==> config.mk <==
export PLATFORM = sky130hd
export DESIGN_NAME = mul_sequencer
export DESIGN_NICKNAME = d
export VERILOG_FILES = /design/src/rtl/mul_sequencer_pkg.sv /design/src/rtl/mul_datapath.sv /design/src/rtl/mul_sequencer.sv
export SDC_FILE = /design/constraint.sdc
export NUM_CORES = 1
export LEC_CHECK = 0
export BUFFER_PORTS_ARGS = -buffer_cell sky130_fd_sc_hd__buf_2
export CAP_MARGIN = 20
export CORE_ASPECT_RATIO = 1.2
export CORE_MARGIN = 2
export CORE_UTILIZATION = 45
export CTS_BUF_LIST = sky130_fd_sc_hd__clkbuf_4
export CTS_CLUSTER_DIAMETER = 50
export CTS_CLUSTER_SIZE = 24
export DETAILED_ROUTE_END_ITERATION = 6
export MAX_ROUTING_LAYER = met4
export PLACE_DENSITY = 0.76
export SYNTH_ARGS = -nofsm -noshare
export SYNTH_HDL_FRONTEND = slang
export SYNTH_SLANG_ARGS = --single-unit
==> constraint.sdc <==
create_clock -name CLOCK -period 3.8 [get_ports CLOCK]
set_input_delay 0.19 -clock CLOCK [delete_from_list [all_inputs] [get_ports CLOCK]]
set_output_delay 0.19 -clock CLOCK [all_outputs]
set_load 0.005 [all_outputs]
==> src/rtl/mul_sequencer_pkg.sv <==
// mul_sequencer_pkg
//   Shared definitions for the multi-cycle `mul` sequencer and the
//   instruction controller that issues it.
//   Contents:
//     state_t    FSM encoding (IDLE / RUN / DONE, 2 bits)
//     FUNCT_MUL  funct field of the `mul` instruction; the controller
//                decodes it to generate the sequencer's start pulse
//     REG_W      register-number width (rd field)
package mul_sequencer_pkg;

    typedef enum logic [1:0] {
        ST_IDLE = 2'd0,
        ST_RUN  = 2'd1,
        ST_DONE = 2'd2
    } state_t;

    localparam logic [5:0] FUNCT_MUL = 6'b011000;

    localparam int REG_W = 5;

endpackage

==> src/rtl/mul_datapath.sv <==
// mul_datapath
//   Shift-add multiplier datapath: holds the multiplicand, multiplier and
//   accumulator, and performs one add/shift step per enabled cycle.
//   Ports:
//     CLOCK        in   system clock, rising edge
//     RESET        in   synchronous active-high reset, clears all registers
//     i_load       in   load operands and clear accumulator
//     i_step       in   perform one add/shift iteration
//     i_op_a       in   multiplicand loaded on i_load
//     i_op_b       in   multiplier loaded on i_load
//     o_acc_next   out  accumulator value after the current iteration
module mul_datapath
    import mul_sequencer_pkg::*;
#(
    parameter int WIDTH = 32
) (
    input  logic             CLOCK,
    input  logic             RESET,
    input  logic             i_load,
    input  logic             i_step,
    input  logic [WIDTH-1:0] i_op_a,
    input  logic [WIDTH-1:0] i_op_b,
    output logic [WIDTH-1:0] o_acc_next
);

    logic [WIDTH-1:0] r_mcand;
    logic [WIDTH-1:0] r_mplier;
    logic [WIDTH-1:0] r_acc;
    logic [WIDTH-1:0] w_addend;
    logic [WIDTH-1:0] w_accNext;

    // The addend is the shifted multiplicand whenever the current low
    // multiplier bit is set. The sum is truncated to WIDTH bits, which is
    // exactly the low half of the product for both signed and unsigned
    // operands. The next-accumulator value is exported so the sequencer
    // can capture the final sum on the same edge as the last step.
    always_comb begin
        w_addend  = r_mplier[0] ? r_mcand : '0;
        w_accNext = r_acc + w_addend;
    end

    assign o_acc_next = w_accNext;

    // Operand and accumulator registers. A load takes priority over a step
    // so a new operation can start in the same cycle the previous one ends.
    always_ff @(posedge CLOCK) begin
        if (RESET) begin
            r_mcand  <= '0;
            r_mplier <= '0;
            r_acc    <= '0;
        end else if (i_load) begin
            r_mcand  <= i_op_a;
            r_mplier <= i_op_b;
            r_acc    <= '0;
        end else if (i_step) begin
            r_acc    <= w_accNext;
            r_mcand  <= r_mcand << 1;
            r_mplier <= r_mplier >> 1;
        end
    end

endmodule

==> src/rtl/mul_sequencer.sv <==
// mul_sequencer
//   Multi-cycle shift-add sequencer for the `mul` instruction. Accepts a
//   start pulse from the controller, stalls the pipeline for WIDTH
//   iterations and then presents the low WIDTH bits of the product with
//   its destination register for one cycle.
//   Ports:
//     CLOCK           in   system clock, rising edge
//     RESET           in   synchronous active-high reset
//     i_start         in   one-cycle request from the controller
//     i_op_a          in   multiplicand (rs), sampled on accepted start
//     i_op_b          in   multiplier (rt), sampled on accepted start
//     i_dest_in       in   rd field, sampled on accepted start
//     i_flush         in   squash the in-flight operation
//     o_stall         out  freeze upstream pipeline (combinational)
//     o_busy          out  high while iterating
//     o_result_valid  out  one-cycle pulse, result/result_reg valid
//     o_result        out  low WIDTH bits of op_a*op_b
//     o_result_reg    out  writeback register number
module mul_sequencer
    import mul_sequencer_pkg::*;
#(
    parameter int WIDTH = 32,
    parameter int CNT_W = 6
) (
    input  logic             CLOCK,
    input  logic             RESET,
    input  logic             i_start,
    input  logic [WIDTH-1:0] i_op_a,
    input  logic [WIDTH-1:0] i_op_b,
    input  logic [REG_W-1:0] i_dest_in,
    input  logic             i_flush,
    output logic             o_stall,
    output logic             o_busy,
    output logic             o_result_valid,
    output logic [WIDTH-1:0] o_result,
    output logic [REG_W-1:0] o_result_reg
);

    state_t           r_state;
    state_t           w_nextState;
    logic [CNT_W-1:0] r_count;
    logic [REG_W-1:0] r_dest;
    logic [WIDTH-1:0] r_result;
    logic [REG_W-1:0] r_resultReg;
    logic             r_resultValid;
    logic             w_accept;
    logic             w_step;
    logic             w_lastIter;
    logic             w_finish;
    logic [WIDTH-1:0] w_accNext;

    mul_datapath #(
        .WIDTH (WIDTH)
    ) u_datapath (
        .CLOCK      (CLOCK),
        .RESET      (RESET),
        .i_load     (w_accept),
        .i_step     (w_step),
        .i_op_a     (i_op_a),
        .i_op_b     (i_op_b),
        .o_acc_next (w_accNext)
    );

    // Handshake decode and next-state logic. A start is only honoured
    // when no operation is iterating, and a flush always beats it. The
    // last iteration is the one where the counter reads WIDTH-1, giving
    // exactly WIDTH RUN cycles. A flush during RUN abandons the operation
    // without stepping or finishing.
    always_comb begin
        w_accept    = 1'b0;
        w_step      = 1'b0;
        w_lastIter  = (r_count == CNT_W'(WIDTH - 1));
        w_finish    = 1'b0;
        w_nextState = r_state;
        case (r_state)
            ST_IDLE: begin
                w_accept = i_start & ~i_flush;
                if (w_accept) begin
                    w_nextState = ST_RUN;
                end
            end
            ST_RUN: begin
                if (i_flush) begin
                    w_nextState = ST_IDLE;
                end else begin
                    w_step = 1'b1;
                    if (w_lastIter) begin
                        w_finish    = 1'b1;
                        w_nextState = ST_DONE;
                    end
                end
            end
            ST_DONE: begin
                w_accept    = i_start & ~i_flush;
                w_nextState = w_accept ? ST_RUN : ST_IDLE;
            end
            default: begin
                w_nextState = ST_IDLE;
            end
        endcase
    end

    // State, counter and result registers. The result is captured from the
    // datapath's next-accumulator value on the edge that ends the final
    // iteration, so it appears together with the valid pulse in DONE and
    // then holds until the next completed operation or a reset.
    always_ff @(posedge CLOCK) begin
        if (RESET) begin
            r_state       <= ST_IDLE;
            r_count       <= '0;
            r_dest        <= '0;
            r_result      <= '0;
            r_resultReg   <= '0;
            r_resultValid <= 1'b0;
        end else begin
            r_state       <= w_nextState;
            r_resultValid <= w_finish;
            if (w_accept) begin
                r_count <= '0;
                r_dest  <= i_dest_in;
            end else if (w_step) begin
                r_count <= r_count + CNT_W'(1);
            end
            if (w_finish) begin
                r_result    <= w_accNext;
                r_resultReg <= r_dest;
            end
        end
    end

    // Stall covers both the accepting cycle and every iteration, so the
    // instruction after `mul` is held from the moment it is issued.
    assign o_stall        = (r_state == ST_RUN) | w_accept;
    assign o_busy         = (r_state == ST_RUN);
    assign o_result_valid = r_resultValid;
    assign o_result       = r_result;
    assign o_result_reg   = r_resultReg;

endmodule

==> impl_metrics.yaml <==
run_status:
  status: "complete, no violations"
worst_setup_path:
  r2r_slack_ns: 0.43
  critPathMaxFanout: 21
  crit_family: "simple AND/OR/NAND/NOR gates"
  start_kind: "flip-flop"
  r2r-start: "u_datapath.r_mplier[0]$_SDFFE_PP0P_"
  worstSetupEndpointType: "flip-flop"
  slowest_delay_ns: 0.72
  r2r_cells: 12
  path_class: "flip-flop to flip-flop"
  slowest_stage: "dfxtp_1"
  path_buf_inv: 0
  path_cells: "and2_1 > ha_1 > fa_1 > a211oi_1 > o21bai_2 > nor3b_2 > nand2b_1 > a31oi_2 > o41ai_2 > a31oi_1 > or4_1 > nand3_1"
  arrival_ns: 3.88
  worstPathRequired_ns: 4.30
  r2r_end: "o_result[28]$_SDFFE_PP0P_"
timing:
  post-route-min-period_ns: 3.37
  report.final.setup_viol: 0
  slew_headroom_pct: 36.2
  hold_ws_ns: 0.0701
  fmax_mhz: 296
  worst_slack_ns: 0.427
  timing.final.crit_share_pct: 88.8
  tns_ns: 0
  rsz0062_at_grt: "no"
  tightest_slew_ns: 0.957
  hold_viol: 0
  finClkSkew_ns: 0.0218
  maxSlewViolCount: 0
placement:
  dp_cells: 1226
  portBuffers: 112
  place_ws_ns: 0.530
  gp_routability_congestion: 0.895
  dpl.hpwl_um: 14000
clock_network:
  clk_transition_reported_paths_ns: 0.13
  cts_buffers: 17
  cts_tree: "done"
  cts_sinks: 147
  cts_resized: 0
  cts-root-buf: "clkbuf_4"
  clockBufferDepth: 2
  clock_latency_ns: 0.58
  h-tree-depth: 4
routing:
  viasPerCell: 5.64
  wl_per_cell_um: 16.1
  routed-via-count: 7503
  drc: 0
  drt_first_pass_iters: 5
  wirelength_um: 21400
  ant_nets: 0
  drtIter0Drc: 393
yosys:
  synth-xor-area-share_pct: 3.48
  synth-simple-area-share_pct: 23.6
  ys.flop_type: "dfxtp_1"
  synth_top_family_by_area: "compound AO/OA/AOI/OAI gates"
  synth-seq-cells: 147
  syn_inst: 964
  async_reset_ff_share_pct: 0
  synth_edf_count: 0
  synth_mux_area_share_pct: 0
  synth_compound_area_share_pct: 23.6
  syn_area_sq_um: 7520
  yosysWarnings: 0
  synthAdderAreaFrac_pct: 5.59
  ys_seq_area_share_pct: 39.1
  synth_cell_types: 64
  syn_avg_cell_area_sq_um: 7.80
  synth_nets: 1070
floorplan:
  die_w_um: 122
  ios: 113
  rows: 51
  die_h_um: 146
  die-area_sq_um: 17800
  core_area_sq_um: 16300
  initial_core_util_pct: 46.2
power_and_ir_drop:
  worst_ir_drop_vdd_uv: 262
  clkPwrFrac_pct: 32.2
  power_frac_seq_pct: 57.5
  total_leakage_power_nw: 3.64
  sw_frac_of_total_pct: 27.4
  power_switching_w: 0.000773
  p_per_area_nw_per_um2: 309
  p_comb_share_pct: 10.3
  p_int_w: 0.00205
grt:
  grt_pass1_vias: 7321
  overflow: 0
  antenna_found_initial: 1
  globalRouteTotalUtil_pct: 25.2
  grt_pass1_wl_um: 35100
  grt_start_max_net_pins: 81
layout:
  area_growth_pct: 21.4
  largest_reg_flops: 37
  fin_util_pct: 56.1
  num-fill-cells: 1465
  layout.nets: 1210
  stdcell_count: 1330
  layout-drive-gt1-share_pct: 15.8
min_path:
  min_to: "r_count[1]$_SDFFE_PP0P_"
  hold_depth: 4
  hold_path.class: "primary input to flip-flop"
  hold_path_startpoint: "i_flush"
job:
  max-cap-violations: 0
[power groups by stage]
stage	Clock [W]	Sequential, W	Combinational (W)
2_1_floorplan	0	0.00164	0.000147
3_3_place_gp	0	0.00165	0.000221
3_5_place_dp	0	0.00165	0.000225
4_1_cts	0.000934	0.00162	0.000282
5_1_grt	0.000998	0.00163	0.000315
6_report	0.000908	0.00162	0.000289
[synthesized netlist by cell type (all sizes together), types with 2 or more instances]
master,number,share of area (%)
a211o,4,0.47
a211oi,12,1.2
a21o,14,1.4
a21oi,126,8.4
a22oi,34,3.4
a311oi,26,3.0
a31oi,7,0.67
and2,32,2.7
and3,3,0.25
buf,14,1.0
clkbuf,59,3.0
dfxtp,147,39
ha,32,5.3
inv,12,0.60
nand2,228,11
nand2b,7,0.58
nand3,15,1.0
nand3b,5,0.50
nand4,10,0.92
nand4b,2,0.23
nor2,58,2.9
nor2b,3,0.25
nor3,10,0.73
nor3b,5,0.72
nor4,2,0.17
o211ai,4,0.40
o21a,4,0.40
o21ai,27,1.8
o21bai,4,0.45
o22ai,5,0.42
o31ai,2,0.20
or3,4,0.33
or4,3,0.30
xnor2,20,2.4
xor2,9,1.0
[area by class of cell]
| type | count | area [sq um] | area share (%) |
|---|---|---|---|
| Timing Repair Buffer | 194 | 1370 | 15.0 |
| Clock buffer | 18 | 135 | 1.48 |
| Antenna cell | 1 | 2.50 | 0.0274 |
| Multi-Input combinational cell | 732 | 4260 | 46.6 |
| Sequential cell | 147 | 2940 | 32.2 |
| Tap cell | 212 | 265 | 2.91 |
| Clock inverter | 14 | 113 | 1.23 |
| Inverter | 12 | 45.0 | 0.493 |
[worst max-delay path by stage]
stage / from / end / slack, ns / cells after the start
floorplan: u_datapath.r_mplier[0]$_SDFFE_PP0P_ / u_datapath.r_acc[31]$_SDFFE_PP0P_ / 0.89 / 12
global placement: u_datapath.r_mplier[0]$_SDFFE_PP0P_ / u_datapath.r_acc[28]$_SDFFE_PP0P_ / 0.60 / 12
detailed placement: u_datapath.r_mplier[0]$_SDFFE_PP0P_ / o_result[28]$_SDFFE_PP0P_ / 0.53 / 12
CTS: u_datapath.r_mplier[0]$_SDFFE_PP0P_ / o_result[28]$_SDFFE_PP0P_ / 0.47 / 12
global route: u_datapath.r_mplier[0]$_SDFFE_PP0P_ / o_result[28]$_SDFFE_PP0P_ / 0.18 / 12
finish: u_datapath.r_mplier[0]$_SDFFE_PP0P_ / o_result[28]$_SDFFE_PP0P_ / 0.43 / 12
[routing by layer]
layer | global-route usage [%] | routed length, um
met5 | - | 0
met4 | 9.31 | 514
met3 | 4.66 | 993
met2 | 42.6 | 10800
met1 | 29.5 | 9070
[worst min-delay path: stages]
cell	delay, ns
buf_2	0.14
nor2_4	0.13
nand2_1	0.10
a21oi_1	0.05
[timing repair]
item / CTS / global route
hold buffers: 71 / 0
endpoints found under the hold margin: 72 / 0
buffers inserted: 0 / 0
[placed cells by master, fill, tap and decap left out, types with 3 or more instances in the layout]
cell           netlist  final
a211o_1              4      4
a211oi_1            12     12
a21o_1              14     14
a21oi_1            126    126
a22oi_1             34     34
a311oi_1            26     26
a31oi_1              6      6
and2_1              32     32
and3_1               3      3
buf_2                4    111
buf_4                1     11
clkbuf_4             0     18
clkinv_2             0      5
dfxtp_1            147    147
dlygate4sd3_1        0     71
ha_1                32     32
inv_1               11     11
nand2_1            227    227
nand2b_1             7      6
nand3_1             15     15
nand3b_1             5      5
nand4_1              9      9
nor2_1              58     56
nor2b_1              3      3
nor3_1               9      9
o211ai_1             4      4
o21a_1               4      4
o21ai_0             24     24
o21ai_1              3      3
o21bai_1             3      3
o22ai_1              5      5
or3_1                4      4
or4_1                3      3
xnor2_1             19     19
xor2_1               9      9
[logic make-up (layout without fill, tap and decap cells)]
| kind of cell | after synthesis | count (layout) |
|---|---|---|
| compound gates | 278 | 278 |
| other cells | 0 | 1 |
| simple gates | 392 | 392 |
| xor+xnor | 29 | 29 |
| buf+inv | 85 | 238 |
| fa+ha+maj | 33 | 33 |
| flops | 147 | 147 |
[through the flow]
step / area, sq um / power [W]
global route: 9130 / 0.00294
finish: 9130 / 0.00282
detailed placement: 8170 / 0.00188
floorplan: 7520 / 0.00179
global placement: 8170 / 0.00187
CTS: 9130 / 0.00284
(Power assumes the default switching activity.)
